$ cat config.mk
export PLATFORM = sky130hd
export DESIGN_NAME = full_subtractor_unit
export DESIGN_NICKNAME = d
export VERILOG_FILES = /design/src/rtl/full_subtractor_pkg.sv /design/src/rtl/full_subtractor_cell.sv /design/src/rtl/full_subtractor_unit.sv
export SDC_FILE = /design/constraint.sdc
export NUM_CORES = 1
export LEC_CHECK = 0
export BUFFER_PORTS_ARGS = -buffer_cell sky130_fd_sc_hd__buf_2
export CORE_AREA = 5 5 42 44
export DETAILED_ROUTE_END_ITERATION = 8
export DIE_AREA = 0 0 47 49
export GPL_TIMING_DRIVEN = 0
export SETUP_SLACK_MARGIN = 0.5
export SYNTH_ARGS = -nofsm -noshare
export SYNTH_HDL_FRONTEND = slang
export SYNTH_SLANG_ARGS = --single-unit
$ cat constraint.sdc
create_clock -name clk -period 0.81 [get_ports clk]
set_input_delay 0.1215 -clock clk [delete_from_list [all_inputs] [get_ports clk]]
set_output_delay 0.1215 -clock clk [all_outputs]
set_load 0.05 [all_outputs]
$ cat src/rtl/full_subtractor_pkg.sv
// Shared constants and the 1-bit subtract reference
// for the registered full subtractor.
package full_subtractor_pkg;

  localparam int DEF_WIDTH = 1;

  // Returns {borrow_out, diff} for one bit position.
  function automatic logic [1:0] fs_bit(
    input logic a,
    input logic b,
    input logic bin
  );
    logic d;
    logic bo;
    d  = a ^ b ^ bin;
    bo = (~a & b) | (~(a ^ b) & bin);
    return {bo, d};
  endfunction

endpackage

$ cat src/rtl/full_subtractor_cell.sv
// One-bit combinational full subtractor cell.
// Used as a link in the ripple-borrow chain.
module full_subtractor_cell
  import full_subtractor_pkg::*;
(
  input  logic a,
  input  logic b,
  input  logic bin,
  output logic d,
  output logic bout
);

  // Difference and borrow from the shared bit function.
  always_comb begin
    {bout, d} = fs_bit(a, b, bin);
  end

endmodule

$ cat src/rtl/full_subtractor_unit.sv
// Registered WIDTH-bit ripple-borrow subtractor:
// {bout, D} = a - b - bin, one cycle latency.
module full_subtractor_unit
  import full_subtractor_pkg::*;
#(
  parameter int WIDTH = DEF_WIDTH
) (
  input  logic             clk,
  input  logic             rst,
  input  logic             in_valid,
  input  logic [WIDTH-1:0] a,
  input  logic [WIDTH-1:0] b,
  input  logic             bin,
  output logic [WIDTH-1:0] D,
  output logic             bout,
  output logic             out_valid
);

  logic [WIDTH:0]   c;
  logic [WIDTH-1:0] d;

  assign c[0] = bin;

  for (genvar i = 0; i < WIDTH; i++) begin : g_cell
    full_subtractor_cell u_cell (
      .a    (a[i]),
      .b    (b[i]),
      .bin  (c[i]),
      .d    (d[i]),
      .bout (c[i+1])
    );
  end

  // Capture result on accepted operands; hold otherwise.
  always_ff @(posedge clk or posedge rst) begin
    if (rst) begin
      D         <= '0;
      bout      <= 1'b0;
      out_valid <= 1'b0;
    end else begin
      out_valid <= in_valid;
      if (in_valid) begin
        D    <= d;
        bout <= c[WIDTH];
      end
    end
  end

endmodule

==> flow_metrics.py, run 1 <==
metrics = {
    "run_status": {
        "status": "finished, violations left",
        "violations": "hold timing, setup timing",
    },
    "clock_tree": {
        "root_buffer": "clkbuf_4",
        "clk_pin_slew_ps": 40,
        "clk_latency_ps": 230,
        "cts_buffer_depth": 2,
        "cts_sinks": 3,
        "htree_levels": 1,
        "numCtsBuffers": 3,
        "cts_tree": "built",
    },
    "global_routing": {
        "grt_pass1_vias": 132,
        "track_usage": 0.0410,
        "antenna_found_initial": 0,
        "grt_max_degree": 5,
        "grt_overflow": 0,
        "grt_pass1_wl_um": 524,
    },
    "drt": {
        "vias_per_cell": 2.83,
        "drt_drc_violations_left": 0,
        "detail-route-antenna-nets": 0,
        "route.vias.total": 113,
        "drt-total-wl_um": 319,
        "wire_per_inst_um": 7.98,
        "drt-pass1-iter-count": 1,
        "initialDrtViolationCount": 0,
    },
    "floorplanning": {
        "start_util": 0.0929,
        "row_count": 14,
        "die_h_um": 49,
        "coreArea_um2": 1400,
        "die_area_um2": 2300,
        "pin_count": 9,
        "die_w_um": 47,
    },
    "cells_and_area": {
        "layout.core_utilization": 0.205,
        "fin_nets": 32,
        "num_antenna_cells": 0,
        "area_growth_pct": 121,
        "design_area_um2": 288,
        "drive_gt1_frac": 0.833,
    },
    "sta": {
        "setup_viol": 4,
        "setup_ws_ps": -108,
        "fin_hold_ws_ps": -257,
        "finClkSkew_ps": 0,
        "slew_viol_final": 0,
        "fin_crit_sh": 1.13,
        "period_needed_ps": 918,
        "rsz0062_at_grt": "yes",
        "tightest_slew_ps": 108,
        "slew_headroom": 0.928,
        "fmax_mhz": 1090,
        "finalHoldViolations": 3,
    },
    "placed_design": {
        "place_area_um2": 201,
        "io_buffers": 8,
        "place_congestion": 0.631,
    },
    "critical_path": {
        "critPathSlowestCell": "dfrtp_2",
        "r2r_slack_ps": -100,
        "cp_num_buf_inv": 1,
        "crit_cells": 1,
        "path_class": "reg2out",
        "cp_max_fo": 2,
        "crit_required_ps": 690,
        "worstPathCellList": "buf_8",
        "r2r-end": "D$_DFFE_PP0P_",
        "cp-start-kind": "flop",
        "r2r_cells": 2,
        "critPathCaptureType": "output pin",
        "crit_family": "flip-flops",
        "cp.arrival_ps": 800,
        "slowest_delay_ps": 410,
        "r2r_start": "D$_DFFE_PP0P_",
    },
    "synth": {
        "ys_types": 6,
        "avgSynthCellArea_um2": 13.0,
        "yosys_warnings": 0,
        "synth_cells": 10,
        "synthesis.area_um2": 130,
        "synth_fp_nets": 17,
        "ys_seq_elements": 3,
        "yosysSeqAreaShare": 0.577,
    },
    "power": {
        "p_leak_nw": 0.137,
        "total_power_uw": 655,
        "ir_worst_vdd_mv": 0.574,
        "pwr_density_cell_nw_per_um2": 2280,
    },
    "run": {
        "max_cap_viol_count": 0,
    },
    "hold_path": {
        "hold_class": "in2async",
    },
}
final cells by class:
cell class	instances	area (um^2)
fillers	158	1110
repair buffers	10	97.6
flip-flops and latches	3	78.8
multi-input cells	4	46.3
clock buffers	4	26.3
well taps	16	20.0
inverters	3	18.8
synthesized netlist by cell type:
| cell | number | area, um^2 |
|---|---|---|
| mux2_4 | 1 | 15.0 |
| fa_1 | 1 | 20.0 |
| nor2_1 | 1 | 3.75 |
| dfrtp_1 | 3 | 75.1 |
| a21oi_1 | 1 | 5.00 |
| inv_1 | 3 | 11.3 |
report_power, final:
part / internal, mW / leakage [nW] / switching, mW
sequential: 0.172 / 0.0316 / 0.0147
combinational: 0.105 / 0.0901 / 0.101
clock: 0.185 / 0.0150 / 0.0781
state kept, by name, indices dropped and copies added, names as in the netlist:
name,flops
out_valid,1
bout,1
D,1
routing by layer:
layer	up-vias	track usage	wire, um
met3	2	0.0443	71
met1	44	0.0401	147
met2	11	0.0362	86
met4	0	0.0553	14
li1	56	-	-
met5	-	0	0
metrics by stage:
| step | TNS [ps] | worst slack (ps) | instances |
|---|---|---|---|
| finish | -379 | -108 | 40 |
| global route | -483 | -133 | 40 |
| CTS | -312 | -112 | 38 |
| detailed placement | -451 | -318 | 34 |
| global placement | -429 | -315 | 34 |
| floorplan | -155 | -155 | 10 |
logic make-up (layout without fill, tap and decap cells):
group,Yosys count,in the layout,synth area share
DFF,3,3,0.577
buffers and inverters,3,17,0.0865
adders and majority gates,1,1,0.154
AOI/OAI and AO/OA,1,1,0.0384
muxes,1,1,0.115
and+or+nand+nor,1,1,0.0288
worst max path at each step:
stage	slack (ps)	endpoint	from
after global routing	-130	D	D$_DFFE_PP0P_
after detailed placement	-320	D$_DFFE_PP0P_	b
after floorplan	-150	D$_DFFE_PP0P_	b
final	-110	bout	bout$_DFFE_PP0P_
after CTS	-110	D	D$_DFFE_PP0P_
after global placement	-310	D$_DFFE_PP0P_	b
layout by cell type, fill, tap and decap left out:
cell      count
buf_6         4
dfrtp_2       3
clkbuf_4      3
buf_2         3
buf_8         2
nor2_2        1
a21oi_1       1
inv_8         1
inv_1         1
mux2_4        1
inv_2         1
fa_1          1
clkbuf_1      1
buf_4         1
timing repair:
item | CTS | global route
setup buffers | 0 | 2
setup endpoints to repair | 5 | 5
endpoints found under the hold margin | 3 | 3
gates resized for setup | 10 | 4
pin swaps | 1 | 0
Note: power is estimated with default switching activity, not from simulation.
==> inputs of run 2 (changes only) <==
SETUP_SLACK_MARGIN = unset   (was 0.5)
==> run 2 against run 1 <==
  * Register-to-register slack improved by 130 ps
  * Highest routed layer unchanged
  * Global-route usage decreased by 0.28 points
  * Non-clock buffer count decreased by 1
  * Fmax increased by 1.1%
  * Clock-buffer cell count unchanged
  * Sequential power about the same
  * Total power decreased by 6.3%
  * Via count decreased by 4.4%
  * First-iteration DRC count unchanged
  * Die area unchanged
  * The flow finishes with violations (setup timing)
==> flow_metrics.py, run 2 (synthesis results as in run 1) <==
metrics = {
    "drt": {
        "drt-total-wl_um": 322,
        "route.vias.total": 108,
        "drt-pass1-iter-count": 1,
        "drt_drc_violations_left": 0,
        "initialDrtViolationCount": 0,
        "detail-route-antenna-nets": 0,
        "wire_per_inst_um": 8.26,
        "vias_per_cell": 2.77,
    },
    "hold_path": {
        "hold_class": "in2reg",
    },
    "critical_path": {
        "path_class": "reg2out",
        "cp_num_buf_inv": 1,
        "cp_max_fo": 2,
        "critPathSlowestCell": "dfrtp_2",
        "critPathCaptureType": "output pin",
        "slowest_delay_ps": 400,
        "cp-start-kind": "flop",
        "cp.arrival_ps": 790,
        "crit_family": "flip-flops",
        "worstPathCellList": "buf_6",
        "crit_required_ps": 690,
    },
    "global_routing": {
        "grtUsageMet3": 0.0369,
        "grt_pass1_vias": 127,
        "antenna_found_initial": 0,
        "grt_overflow": 0,
        "grt_pass1_wl_um": 496,
        "busiest_layer": "met4",
        "grt_max_degree": 5,
        "use_met2": 0.0385,
        "grt_use_met1": 0.0335,
        "track_usage": 0.0382,
    },
    "placed_design": {
        "place_congestion": 0.629,
        "io_buffers": 8,
    },
    "sta": {
        "setup_ws_ps": -98.7,
        "period_needed_ps": 909,
        "setup_viol": 4,
        "finalHoldViolations": 0,
        "finClkSkew_ps": 0,
        "fmax_mhz": 1100,
        "rsz0062_at_grt": "yes",
        "slew_viol_final": 0,
        "slew_headroom": 0.927,
        "fin_crit_sh": 1.12,
        "tightest_slew_ps": 109,
        "fin_hold_ws_ps": 52.8,
    },
    "floorplanning": {
        "die_w_um": 47,
        "coreArea_um2": 1400,
        "die_h_um": 49,
        "row_count": 14,
        "die_area_um2": 2300,
        "start_util": 0.0929,
        "pin_count": 9,
    },
    "power": {
        "pwr_density_cell_nw_per_um2": 2290,
        "total_power_uw": 614,
        "ir_worst_vdd_mv": 0.338,
        "p_leak_nw": 0.128,
    },
    "cells_and_area": {
        "fin_nets": 31,
        "area_growth_pct": 106,
        "final_common_cell": "buf_6",
        "num_antenna_cells": 0,
        "mostFrequentLayoutCells": "buf_6 (5), clkbuf_4 (3), buf_2 (3)",
        "drive_gt1_frac": 0.696,
        "reg_top3": "D x1, bout x1, out_valid x1",
    },
    "clock_tree": {
        "cts_tree": "built",
        "cts_setup_buffers": 0,
        "cts_buffer_depth": 2,
        "clk_latency_ps": 230,
        "clk_pin_slew_ps": 40,
        "numCtsBuffers": 3,
        "cts_sinks": 3,
        "root_buffer": "clkbuf_4",
        "htree_levels": 1,
    },
    "run": {
        "max_cap_viol_count": 0,
    },
    "run_status": {
        "status": "finished, violations left",
        "violations": "setup timing",
    },
}
-- run 2: layout make-up --
cell class,instances,area (um^2)
Inverter,3,18.8
Fill cell,159,1130
Tap cell,16,20.0
Multi-Input combinational cell,4,43.8
Clock buffer,4,26.3
Sequential cell,3,77.6
Timing Repair Buffer,9,81.3
-- run 2: repair_timing --
action | 4_1_cts | 5_1_grt
hold buffers | 1 | 0
pin swaps | 1 | 0
gates resized for setup | 10 | 0
endpoints found under the hold margin | 3 | 0
setup endpoints to repair | 4 | 4
-- run 2: metal layers --
layer	part of all wire	vias up	routed length, um
li1	-	54	-
met1	0.46	41	149
met2	0.28	11	89
met3	0.21	2	68
met4	0.047	0	15
met5	0	-	0
-- run 2: through the flow --
| stage | std cells | worst slack (ps) | utilization | setup TNS (ps) | cell area, um^2 |
|---|---|---|---|---|---|
| finish | 39 | -98.7 | 0.191 | -260 | 268 |
| floorplan | 10 | -155 | - | -155 | 140 |
| global route | 39 | -128 | 0.191 | -354 | 268 |
| CTS | 39 | -111 | 0.191 | -288 | 268 |
| detailed placement | 34 | -320 | 0.143 | -453 | 200 |
| global placement | 34 | -315 | 0.143 | -429 | 200 |
-- run 2: worst paths after layout --
| path | slack (ps) | end | startpoint | cells after the start |
|---|---|---|---|---|
| min in group asynchronous | 290 | D$_DFFE_PP0P_ | rst | 3 |
| min reg2reg | 530 | D$_DFFE_PP0P_ | D$_DFFE_PP0P_ | 1 |
| min | 50 | out_valid$_DFF_PP0_ | in_valid | 1 |
| max in group asynchronous | 380 | bout$_DFFE_PP0P_ | rst | 3 |
| max reg2reg | 30 | D$_DFFE_PP0P_ | D$_DFFE_PP0P_ | 1 |
| max | -100 | D | D$_DFFE_PP0P_ | 1 |
-- run 2: where the power goes --
group          internal (mW)  switching (mW)
clock network          0.184          0.0749
logic                 0.0750          0.0948
registers              0.172          0.0132
total                  0.431           0.183
